**src/rtl/shift_pkg.sv**
```systemverilog
// Shared types for the universal shift register: opcodes, FSM states and
// a helper that classifies the multi-step shift operations.
package shift_pkg;

  typedef enum logic [2:0] {
    OP_NOP  = 3'd0,
    OP_LOAD = 3'd1,
    OP_SHL  = 3'd2,
    OP_SHR  = 3'd3,
    OP_ROL  = 3'd4,
    OP_ROR  = 3'd5,
    OP_ASR  = 3'd6,
    OP_CLR  = 3'd7
  } shift_op_e;

  typedef enum logic {
    ST_IDLE = 1'b0,
    ST_RUN  = 1'b1
  } shift_state_e;

  function automatic logic is_shift(input shift_op_e op_i);
    return (op_i == OP_SHL) || (op_i == OP_SHR) || (op_i == OP_ROL) ||
           (op_i == OP_ROR) || (op_i == OP_ASR);
  endfunction

endpackage

```
**src/rtl/shift_step.sv**
```systemverilog
// One step of the register datapath: next contents for a given opcode.
// Shared by the accept edge and every RUN step.
module shift_step
  import shift_pkg::*;
#(
  parameter int WIDTH = 8
) (
  input  shift_op_e          op,
  input  logic [WIDTH-1:0]   q_in,
  input  logic               si_l,
  input  logic               si_r,
  input  logic [WIDTH-1:0]   pdata,
  output logic [WIDTH-1:0]   q_out
);

  always_comb begin
    q_out = q_in;
    case (op)
      OP_NOP:  q_out = q_in;
      OP_LOAD: q_out = pdata;
      OP_SHL:  q_out = {q_in[WIDTH-2:0], si_l};
      OP_SHR:  q_out = {si_r, q_in[WIDTH-1:1]};
      OP_ROL:  q_out = {q_in[WIDTH-2:0], q_in[WIDTH-1]};
      OP_ROR:  q_out = {q_in[0], q_in[WIDTH-1:1]};
      OP_ASR:  q_out = {q_in[WIDTH-1], q_in[WIDTH-1:1]};
      OP_CLR:  q_out = '0;
      default: q_out = q_in;
    endcase
  end

endmodule

```
**src/rtl/univ_shift_reg.sv**
```systemverilog
// Universal shift register with a valid/ready command port; multi-step
// shifts run one step per clock, with busy/done status.
//
//   state   | meaning
//   ST_IDLE | ready for a command; single-cycle ops and step 1 happen here
//   ST_RUN  | executing steps 2..N of a shift burst, commands ignored
module univ_shift_reg
  import shift_pkg::*;
#(
  parameter int WIDTH = 8,
  parameter int CNT_W = 4
) (
  input  logic               clk,
  input  logic               clr,
  input  logic               cmd_valid,
  output logic               cmd_ready,
  input  logic [2:0]         op,
  input  logic [CNT_W-1:0]   amount,
  input  logic [WIDTH-1:0]   pdata,
  input  logic               si_l,
  input  logic               si_r,
  output logic [WIDTH-1:0]   q,
  output logic               so_l,
  output logic               so_r,
  output logic               busy,
  output logic               done
);

  localparam logic [CNT_W-1:0] CNT_ONE = {{(CNT_W-1){1'b0}}, 1'b1};

  shift_state_e      state_q, state_d;
  shift_op_e         op_q, op_d;
  logic [CNT_W-1:0]  cnt_q, cnt_d;
  logic [WIDTH-1:0]  reg_q, reg_d;
  logic              busy_q, busy_d;
  logic              done_q, done_d;

  shift_op_e         op_in;
  shift_op_e         step_op;
  logic              accept;

  assign op_in  = shift_op_e'(op);
  assign accept = cmd_valid && (state_q == ST_IDLE);

  shift_step #(.WIDTH(WIDTH)) u_step (
    .op    (step_op),
    .q_in  (reg_q),
    .si_l  (si_l),
    .si_r  (si_r),
    .pdata (pdata),
    .q_out (reg_d)
  );

  always_ff @(posedge clk or negedge clr) begin
    if (!clr) begin
      state_q <= ST_IDLE;
      op_q    <= OP_NOP;
      cnt_q   <= '0;
      reg_q   <= '0;
      busy_q  <= 1'b0;
      done_q  <= 1'b0;
    end else begin
      state_q <= state_d;
      op_q    <= op_d;
      cnt_q   <= cnt_d;
      reg_q   <= reg_d;
      busy_q  <= busy_d;
      done_q  <= done_d;
    end
  end

  // Next-state and step selection; cnt_q holds steps still to run.
  always_comb begin
    state_d = state_q;
    op_d    = op_q;
    cnt_d   = cnt_q;
    busy_d  = busy_q;
    done_d  = 1'b0;
    step_op = OP_NOP;
    case (state_q)
      ST_IDLE: begin
        if (accept) begin
          op_d = op_in;
          if (is_shift(op_in) && (amount == '0)) begin
            step_op = OP_NOP;
          end else begin
            step_op = op_in;
          end
          if (is_shift(op_in) && (amount > CNT_ONE)) begin
            state_d = ST_RUN;
            cnt_d   = amount - CNT_ONE;
            busy_d  = 1'b1;
          end else begin
            done_d  = 1'b1;
          end
        end
      end
      ST_RUN: begin
        step_op = op_q;
        cnt_d   = cnt_q - CNT_ONE;
        if (cnt_q == CNT_ONE) begin
          state_d = ST_IDLE;
          busy_d  = 1'b0;
          done_d  = 1'b1;
        end
      end
      default: begin
        state_d = ST_IDLE;
        busy_d  = 1'b0;
      end
    endcase
  end

  always_comb begin
    cmd_ready = (state_q == ST_IDLE);
    q         = reg_q;
    so_l      = reg_q[WIDTH-1];
    so_r      = reg_q[0];
    busy      = busy_q;
    done      = done_q;
  end

endmodule

```
**config.mk**
```make
export PLATFORM = sky130hd
export DESIGN_NAME = univ_shift_reg
export DESIGN_NICKNAME = d
export VERILOG_FILES = /design/src/rtl/shift_pkg.sv /design/src/rtl/shift_step.sv /design/src/rtl/univ_shift_reg.sv
export SDC_FILE = /design/constraint.sdc
export NUM_CORES = 1
export LEC_CHECK = 0
export CAP_MARGIN = 20
export CORE_MARGIN = 4
export CORE_UTILIZATION = 24
export CTS_CLUSTER_DIAMETER = 60
export DETAILED_ROUTE_END_ITERATION = 16
export GPL_TIMING_DRIVEN = 0
export PLACE_DENSITY_LB_ADDON = 0.2
export SKIP_CTS_REPAIR_TIMING = 1
export SYNTH_ARGS = -nofsm -noshare
export SYNTH_HDL_FRONTEND = slang
export SYNTH_SLANG_ARGS = --single-unit
export TNS_END_PERCENT = 10
```
**constraint.sdc**
```tcl
create_clock -name clk -period 4.8 [get_ports clk]
set_input_delay 0.96 -clock clk [delete_from_list [all_inputs] [get_ports clk]]
set_output_delay 0.96 -clock clk [all_outputs]
set_load 0.01 [all_outputs]
```
==> out/qor.yml <==
min_period_over_period_pct: 60.8
cts_tree: "built"
grtUsageTotal_pct: 10.4
r2r_start: "state_q"
mostFrequentLayoutCells: "clkdlybuf4s50_1 (32), inv_1 (18), dfrtp_1 (18), mux2i_1 (10), nand2_1 (8)"
dieArea_mm2: 0.00679
final.setup.tns_ps: 0
cts_root_buffer: "clkbuf_8"
ant_nets: 0
synth-edff-count: 0
cap_violations: 0
dpl.cell_count: 243
seq_power_share_pct: 27.7
globalplace.congestion: 0.749
cts.sinks: 18
ys_types: 41
r2r.worst_path.cells: 6
max_stage_delay_ps: 460
io_pins: 33
routedWlPerCell_um: 13.3
vdd_ir_drop_max_mv: 0.235
via_per_inst: 4.82
power_density_mw_per_mm2: 593
r2r-end: "q[5]"
numCtsBuffers: 3
first_iter_violations: 30
crit_chain: "clkdlybuf4s50_1 -> inv_1 -> ha_1 -> nor3b_2 -> o21ai_1 -> a32oi_4 -> mux2i_4 -> o221ai_1"
reg2reg_slack_ps: 2850
layout.nets: 203
drive_gt1_share_pct: 10.7
hold_violations: 0
max_clock_freq_mhz: 343
comb_power_share_pct: 60.5
diodes: 0
finalClockSkew_ps: 0.878
portBuffers: 32
vias: 1190
min_from: "busy"
required_ps: 4970
maxSlewViolCount: 0
worst_slew_pin_slew_ps: 819
cp_slowest_cell: "clkdlybuf4s50_1"
place_area_mm2: 0.00174
cp-start-kind: "primary input"
wirelength_um: 3290
async_reset_ff_share_pct: 100
synth_nets: 166
fin_cells: 247
syn_to_final_growth_pct: 34.9
clkPwrFrac_pct: 11.8
clk_path_buf_depth: 2
switching_share_pct: 41.6
critPathKind: "primary input to register"
fp-row-count: 26
whs_path_depth: 2
power_uw: 1060
crit_fanout: 8
period_needed_ps: 2920
setup_viol: 0
die_w_um: 82.4
start_util_pct: 25.3
cts_max_level: 1
die_y_um: 82.4
status: "finished clean"
ys_seq_area_share_pct: 33.9
clk_pin_slew_ps: 70
drc: 0
final_cell_area_mm2: 0.00179
grt_pass1_wl_um: 5470
dp_hpwl_um: 2560
coreArea_mm2: 0.00524
switching_power_uw: 441
synthesis.area_mm2: 0.00133
antenna_found_initial: 0
p_leak_uw: 0.000774
yosysWarningCount: 0
ys_dominant_reg_cell: "dfrtp_1"
grt_setup_unrepaired: "no"
grt_max_degree: 19
min_to: "busy"
crit_path_end_kind: "register"
hold_path.class: "register to register"
drtPass1Iterations: 4
synth.avg_cell_area_um2: 9.42
final_common_cell: "clkdlybuf4s50_1"
grt-ovfl-total: 0
critPathArrivalTime_ps: 3080
grt_pass1_vias: 1164
internal_power_uw: 620
slew_headroom_pct: 45.2
synth-seq-cells: 18
syn_inst: 141
clock_latency_ps: 250
[per-layer routing]
layer / GRT usage, % / share of wire [%] / vias up
li1: - / - / 582
met1: 13.4 / 45 / 574
met2: 17.4 / 48 / 32
met3: 3.04 / 7.0 / 2
met4: 1.50 / 0.30 / 0
met5: 0 / 0 / -
[how the worst max path moves through the flow]
stage	slack (ps)	from	end
floorplan	2360	amount[1]	q[2]
global placement	1620	amount[0]	q[2]
detailed placement	1590	amount[0]	q[2]
CTS	1870	amount[0]	q[2]
global route	1650	amount[0]	q[6]
finish	1880	amount[0]	q[1]
[layout make-up]
type | count | area (um2)
buffer | 5 | 31.3
sequential | 18 | 450
inverter | 18 | 67.6
multi-input combinational | 100 | 778
timing repair buffer | 32 | 320
clock buffer | 4 | 55.1
tap | 70 | 87.6
fill | 550 | 3450
[power groups by stage]
stage          Clock, uW  Combinational (uW)  Sequential, uW
6_report             125                 642             294
5_1_grt              136                 713             307
4_1_cts              129                 651             295
3_5_place_dp           0                 649             298
3_3_place_gp           0                 642             294
2_1_floorplan          0                 434             296
[registers in the layout, indices dropped and copies added, names as in the netlist]
name and count:
q 8, op_q 3, cnt_q 4, done 1, state_q 1, busy 1
[per-stage QoR]
step | utilization (%) | hold slack [ps] | setup WS, ps
5_1_grt | 34.2 | 587 | 1650
6_report | 34.2 | 538 | 1880
4_1_cts | 34.2 | 541 | 1870
3_3_place_gp | 33.1 | 521 | 1620
3_5_place_dp | 33.1 | 528 | 1590
2_1_floorplan | - | 496 | 2360
[cells by family (layout without fill, tap and decap cells)]
kind of cell	count (synthesis)	in the layout	share of synthesized area (%)
multiplexers	11	11	9.24
flip-flops	18	18	33.9
AO/OA/AOI/OAI	42	42	23.8
AND/OR/NAND/NOR	37	37	17.5
adder cells (fa/ha/maj)	5	5	4.71
buffers and inverters	23	59	7.44
XOR/XNOR	5	5	3.30
[critical path, delay by kind of cell]
family	cells	cell delay (ps)
simple gates	1	370
buf+inv	2	560
fa+ha+maj	1	140
compound gates	3	890
mux	1	160
[cell usage after synthesis (3+ instances only)]
cell type  count  area share [%]
inv_1         18             5.1
xnor2_1        3             2.0
o221ai_1       6             4.0
mux2i_1       10             7.5
a21oi_1        6             2.3
nand2_1        8             2.3
o22ai_1        3             1.4
nor2_1         7             2.0
dfrtp_1       18              34
nand3_1        7             2.6
ha_1           5             4.7
o21ai_0        7             2.6
a22oi_1        5             2.8
a211oi_1       3             1.7
No activity file was read; power rests on OpenSTA's default activity.
